`src/rtl/apb_master.sv`:
```
// APB initiator: turns a valid/ready request stream into APB SETUP/ACCESS transfers
// and returns each transfer's result on a one-cycle response strobe.
module apb_master #(
  parameter int unsigned ADDR_WIDTH = 32,
  parameter int unsigned DATA_WIDTH = 32,
  parameter int unsigned TIMEOUT    = 16
) (
  input  logic                    clk,
  input  logic                    rst_n,
  input  logic                    req_valid,
  output logic                    req_ready,
  input  logic                    req_write,
  input  logic [ADDR_WIDTH-1:0]   req_addr,
  input  logic [DATA_WIDTH-1:0]   req_wdata,
  input  logic [DATA_WIDTH/8-1:0] req_strb,
  output logic                    rsp_valid,
  output logic [DATA_WIDTH-1:0]   rsp_rdata,
  output logic                    rsp_slverr,
  output logic                    rsp_timeout,
  output logic                    sel,
  output logic                    enable,
  output logic                    write,
  output logic [ADDR_WIDTH-1:0]   addr,
  output logic [DATA_WIDTH-1:0]   wdata,
  output logic [DATA_WIDTH/8-1:0] strobe,
  output logic                    trnsfr,
  input  logic                    ready,
  input  logic [DATA_WIDTH-1:0]   rdata,
  input  logic                    slverr
);

  localparam int unsigned STRB_W = DATA_WIDTH / 8;
  localparam int unsigned CNT_W  = (TIMEOUT > 1) ? $clog2(TIMEOUT) : 1;

  typedef enum logic [1:0] {
    IDLE   = 2'd0,
    SETUP  = 2'd1,
    ACCESS = 2'd2
  } state_e;

  state_e              state_q, state_d;
  logic                sel_q, sel_d;
  logic                enable_q, enable_d;
  logic                write_q, write_d;
  logic [ADDR_WIDTH-1:0] addr_q, addr_d;
  logic [DATA_WIDTH-1:0] wdata_q, wdata_d;
  logic [STRB_W-1:0]   strobe_q, strobe_d;
  logic                rsp_valid_q, rsp_valid_d;
  logic [DATA_WIDTH-1:0] rsp_rdata_q, rsp_rdata_d;
  logic                rsp_slverr_q, rsp_slverr_d;
  logic                rsp_timeout_q, rsp_timeout_d;
  logic [CNT_W-1:0]    cnt_q, cnt_d;
  logic                timeout_hit;
  logic                capture;

  // Expiry is the last tolerated wait cycle; ready in that same cycle still wins.
  assign timeout_hit = (TIMEOUT != 0) && (cnt_q == CNT_W'(TIMEOUT - 1));

  always_ff @(posedge clk or negedge rst_n) begin
    if (!rst_n) begin
      state_q       <= IDLE;
      sel_q         <= 1'b0;
      enable_q      <= 1'b0;
      write_q       <= 1'b0;
      addr_q        <= '0;
      wdata_q       <= '0;
      strobe_q      <= '0;
      rsp_valid_q   <= 1'b0;
      rsp_rdata_q   <= '0;
      rsp_slverr_q  <= 1'b0;
      rsp_timeout_q <= 1'b0;
      cnt_q         <= '0;
    end else begin
      state_q       <= state_d;
      sel_q         <= sel_d;
      enable_q      <= enable_d;
      write_q       <= write_d;
      addr_q        <= addr_d;
      wdata_q       <= wdata_d;
      strobe_q      <= strobe_d;
      rsp_valid_q   <= rsp_valid_d;
      rsp_rdata_q   <= rsp_rdata_d;
      rsp_slverr_q  <= rsp_slverr_d;
      rsp_timeout_q <= rsp_timeout_d;
      cnt_q         <= cnt_d;
    end
  end

  always_comb begin
    state_d       = state_q;
    sel_d         = sel_q;
    enable_d      = enable_q;
    write_d       = write_q;
    addr_d        = addr_q;
    wdata_d       = wdata_q;
    strobe_d      = strobe_q;
    rsp_valid_d   = 1'b0;
    rsp_rdata_d   = rsp_rdata_q;
    rsp_slverr_d  = rsp_slverr_q;
    rsp_timeout_d = rsp_timeout_q;
    cnt_d         = cnt_q;
    req_ready     = 1'b0;
    capture       = 1'b0;

    case (state_q)
      IDLE: begin
        req_ready = 1'b1;
        capture   = req_valid;
      end
      SETUP: begin
        state_d  = ACCESS;
        enable_d = 1'b1;
      end
      ACCESS: begin
        if (ready) begin
          rsp_valid_d   = 1'b1;
          rsp_slverr_d  = slverr;
          rsp_rdata_d   = (!write_q && !slverr) ? rdata : '0;
          rsp_timeout_d = 1'b0;
          req_ready     = 1'b1;
          capture       = req_valid;
          if (!req_valid) begin
            state_d  = IDLE;
            sel_d    = 1'b0;
            enable_d = 1'b0;
          end
        end else if (timeout_hit) begin
          // Forced completion never chains into a back-to-back transfer.
          rsp_valid_d   = 1'b1;
          rsp_slverr_d  = 1'b1;
          rsp_rdata_d   = '0;
          rsp_timeout_d = 1'b1;
          state_d       = IDLE;
          sel_d         = 1'b0;
          enable_d      = 1'b0;
        end else begin
          cnt_d = cnt_q + CNT_W'(1);
        end
      end
      default: begin
        state_d  = IDLE;
        sel_d    = 1'b0;
        enable_d = 1'b0;
      end
    endcase

    if (capture) begin
      state_d  = SETUP;
      sel_d    = 1'b1;
      enable_d = 1'b0;
      write_d  = req_write;
      addr_d   = req_addr;
      wdata_d  = req_wdata;
      strobe_d = req_write ? req_strb : '0;
      cnt_d    = '0;
    end
  end

  assign trnsfr      = (state_q == ACCESS) && req_valid;
  assign sel         = sel_q;
  assign enable      = enable_q;
  assign write       = write_q;
  assign addr        = addr_q;
  assign wdata       = wdata_q;
  assign strobe      = strobe_q;
  assign rsp_valid   = rsp_valid_q;
  assign rsp_rdata   = rsp_rdata_q;
  assign rsp_slverr  = rsp_slverr_q;
  assign rsp_timeout = rsp_timeout_q;

endmodule

```
`config.mk`:
```
export PLATFORM = sky130hd
export DESIGN_NAME = apb_master
export DESIGN_NICKNAME = d
export VERILOG_FILES = /design/src/rtl/apb_master.sv
export SDC_FILE = /design/constraint.sdc
export NUM_CORES = 1
export LEC_CHECK = 0
export BUFFER_PORTS_ARGS = -buffer_cell sky130_fd_sc_hd__buf_2
export CAP_MARGIN = 20
export CELL_PAD_IN_SITES_DETAIL_PLACEMENT = 1
export CELL_PAD_IN_SITES_GLOBAL_PLACEMENT = 2
export CORE_MARGIN = 4
export CORE_UTILIZATION = 26
export DETAILED_ROUTE_END_ITERATION = 10
export GPL_TIMING_DRIVEN = 1
export PLACE_DENSITY = 0.74
export SKIP_CTS_REPAIR_TIMING = 1
export SYNTH_ARGS = -nofsm -noshare
export SYNTH_HDL_FRONTEND = slang
export SYNTH_SLANG_ARGS = --single-unit
export TNS_END_PERCENT = 100
```
`constraint.sdc`:
```
create_clock -name clk -period 1.6 [get_ports clk]
set_input_delay 0.08 -clock clk [delete_from_list [all_inputs] [get_ports clk]]
set_output_delay 0.08 -clock clk [all_outputs]
set_load 0.05 [all_outputs]
```
==> flow_metrics.tcl <==
set metrics [dict create \
    hold_ws_ps -27.2 \
    switching_power_mw 4.94 \
    synth.ff_latch_count 111 \
    clock.fmax_mhz 637 \
    synth-main-ff-cell "dfrtp_1" \
    drtPass1Iterations 4 \
    syn2layout_area_growth_pct 65.5 \
    grt_overflow 0 \
    final.setup_skew_ps 7.83 \
    clk_path_buf_depth 2 \
    drc 0 \
    die_y_um 138 \
    finalCritPeriodShare 0.981 \
    min_to "strobe[3]$_DFFE_PN0P_" \
    n_antenna_cell 0 \
    port_buffers 213 \
    cts_tree "built" \
    clkTransAtPathRegs_ps 70 \
    powerDensity_mw_per_mm2 1550 \
    cts.sinks 111 \
    yosysSeqAreaShare 0.635 \
    yosysMostFrequentCell "dfrtp_1" \
    netlist_area_mm2 0.00438 \
    grt_pass1_wl_um 18600 \
    synth.distinct_cells 31 \
    drv_cap 0 \
    synthCells 269 \
    hold_viol_final 2 \
    p_seq_frac 0.351 \
    fin_nets 714 \
    final-max-slew-violation-count 0 \
    synth-edff-count 0 \
    antenna_found_initial 0 \
    wirelength_um 14800 \
    slew_headroom 0.718 \
    root_buffer "clkbuf_16" \
    leakagePower_nw 3.62 \
    wl_per_cell_um 17.8 \
    async_flop_share 1.00 \
    worst_pin_slew_ps 424 \
    r2r_end "wdata[1]$_DFFE_PN0P_" \
    hpwl_um 9220 \
    htree_num_levels 3 \
    place_area_mm2 0.00578 \
    synthDominantCellAreaShare 0.635 \
    synth.area.top_cells "dfrtp_1 63%, mux2_4 14%, mux2_2 6.4%" \
    setup_viol 0 \
    final_core_util 0.438 \
    synth_top_area_cell "dfrtp_1" \
    violations "hold timing" \
    worstPathMaxFanout 7 \
    timing.rr.start "state_q[1]$_DFFE_PN0P_" \
    intPower_mw 6.26 \
    die_area_mm2 0.0190 \
    n_fill_cell 1782 \
    syn-num-nets 376 \
    r2r_cells 5 \
    outcome "finished with violations" \
    drtIter0Drc 69 \
    switching_share 0.441 \
    grt_pass1_vias 3450 \
    startpoint_type "flop" \
    final_cell_area_mm2 0.00724 \
    grt_max_degree 54 \
    hp-class "in -> reg" \
    vdd_drop_max_mv 0.705 \
    crit_arrival_ps 1800 \
    track_usage 0.128 \
    yosys_warnings 0 \
    initial_core_util 0.265 \
    crit_path_end_kind "flop" \
    vias 3606 \
    required_ps 1830 \
    rrSetupSlack_ps 30 \
    rsz0062_at_grt "yes" \
    min_path_cells 3 \
    num_rows 47 \
    ant_nets 0 \
    min_from "req_strb[3]" \
    core_area_mm2 0.0165 \
    clock_latency_ps 350 \
    critPathKind "reg -> reg" \
    layout-drive-gt1-share 0.541 \
    num_io_pins 214 \
    finalCriticalPeriod_ps 1570 \
    clkPwrFrac 0.191 \
    cts_buffers 9 \
    syn_avg_cell_area_um2 16.3 \
    finalWeightedCongestion 0.812 \
    yosys-top-cells-count "111 x dfrtp_1, 40 x mux2_4, 32 x a22o_1, 25 x mux2_2, 12 x o21ai_0" \
    viasPerCell 4.33 \
    chipWidth_um 138 \
    comb_power_share 0.458 \
]
[registers in the layout, summed over array words and instances, names as in the netlist]
signal,count
addr,32
cnt_q,4
rsp_rdata,32
rsp_slverr,1
rsp_timeout,1
rsp_valid,1
sel,1
state_q,2
strobe,4
wdata,32
write,1
[cells by family after synthesis]
logic type      after synthesis  synth area share
compound gates               52            0.0929
simple gates                 21            0.0260
flops                       111             0.635
mux                          66             0.204
buf+inv                      18            0.0395
fa+ha+maj                     1           0.00286
[worst max-delay path, cell delays in order, from the launching register on]
cell     delay, ps
dfrtp_2        410
nor2b_4        130
or2_4          320
inv_6          120
buf_6          160
mux2_4         310
[per-stage QoR]
step	setup slack (ps)	power [mW]	hold slack [ps]	TNS, ps	cells
final	30.7	11.2	-27.2	0	832
after global placement	-30.9	8.68	42.4	-1210	707
after global routing	-16.2	11.7	1.90	-126	832
after detailed placement	-69.3	8.77	51.8	-3380	707
after floorplan	-305	7.48	-216	-17470	269
after CTS	-96.0	11.0	-333	-5410	723
[power by group through the flow]
stage / sequential [mW] / combinational [mW] / clock (mW)
floorplan: 6.37 / 1.11 / 0
global placement: 3.93 / 4.75 / 0
detailed placement: 3.95 / 4.82 / 0
CTS: 3.93 / 4.82 / 2.23
global route: 4.03 / 5.36 / 2.34
finish: 3.93 / 5.13 / 2.14
[final cells by class]
type                    count  area, um2  area share
repair inverters            2       15.0     0.00207
repair buffers            340       2400       0.332
flip-flops and latches    111       2780       0.384
clock inverters             4       31.3     0.00432
multi-input cells         140       1470       0.203
inverters                   3       23.8     0.00328
well taps                 220        275      0.0380
clock buffers              12        246      0.0340
[cells in the final DEF (no fill, tap or decap), types with 2 or more instances in the layout]
| cell type | Yosys | final |
|---|---|---|
| a22o_1 | 32 | 32 |
| nand2_1 | 7 | 6 |
| nor4b_1 | 2 | 2 |
| clkinvlp_4 | 0 | 3 |
| dfrtp_1 | 111 | 110 |
| nand3_1 | 2 | 2 |
| clkbuf_16 | 0 | 12 |
| buf_2 | 0 | 212 |
| o221ai_1 | 2 | 2 |
| clkbuf_1 | 6 | 2 |
| buf_12 | 5 | 4 |
| dlygate4sd3_1 | 0 | 100 |
| mux2_2 | 25 | 25 |
| buf_6 | 1 | 2 |
| buf_4 | 3 | 18 |
| inv_1 | 2 | 2 |
| mux2_4 | 40 | 40 |
| o21ai_0 | 12 | 12 |
[how the worst max path moves through the flow]
stage / slack (ps) / start / cells past startpoint / end
3_3_place_gp: -30 / cnt_q[1]$_DFFE_PN0P_ / 5 / rsp_rdata[1]$_DFFE_PN0P_
5_1_grt: -20 / state_q[1]$_DFFE_PN0P_ / 5 / addr[31]$_DFFE_PN0P_
4_1_cts: -100 / state_q[0]$_DFFE_PN0P_ / 5 / addr[15]$_DFFE_PN0P_
6_report: 30 / state_q[1]$_DFFE_PN0P_ / 5 / wdata[1]$_DFFE_PN0P_
3_5_place_dp: -70 / state_q[0]$_DFFE_PN0P_ / 5 / addr[15]$_DFFE_PN0P_
2_1_floorplan: -300 / state_q[1]$_DFFE_PN0P_ / 8 / addr[10]$_DFFE_PN0P_
[routing by layer]
layer	wire length, um	vias to the layer above	track usage
met4	231	0	0.0274
met2	7640	158	0.213
li1	-	1659	-
met3	1220	15	0.0570
met5	0	-	0
met1	5690	1774	0.152
Note: power is estimated with default switching activity, not from simulation.
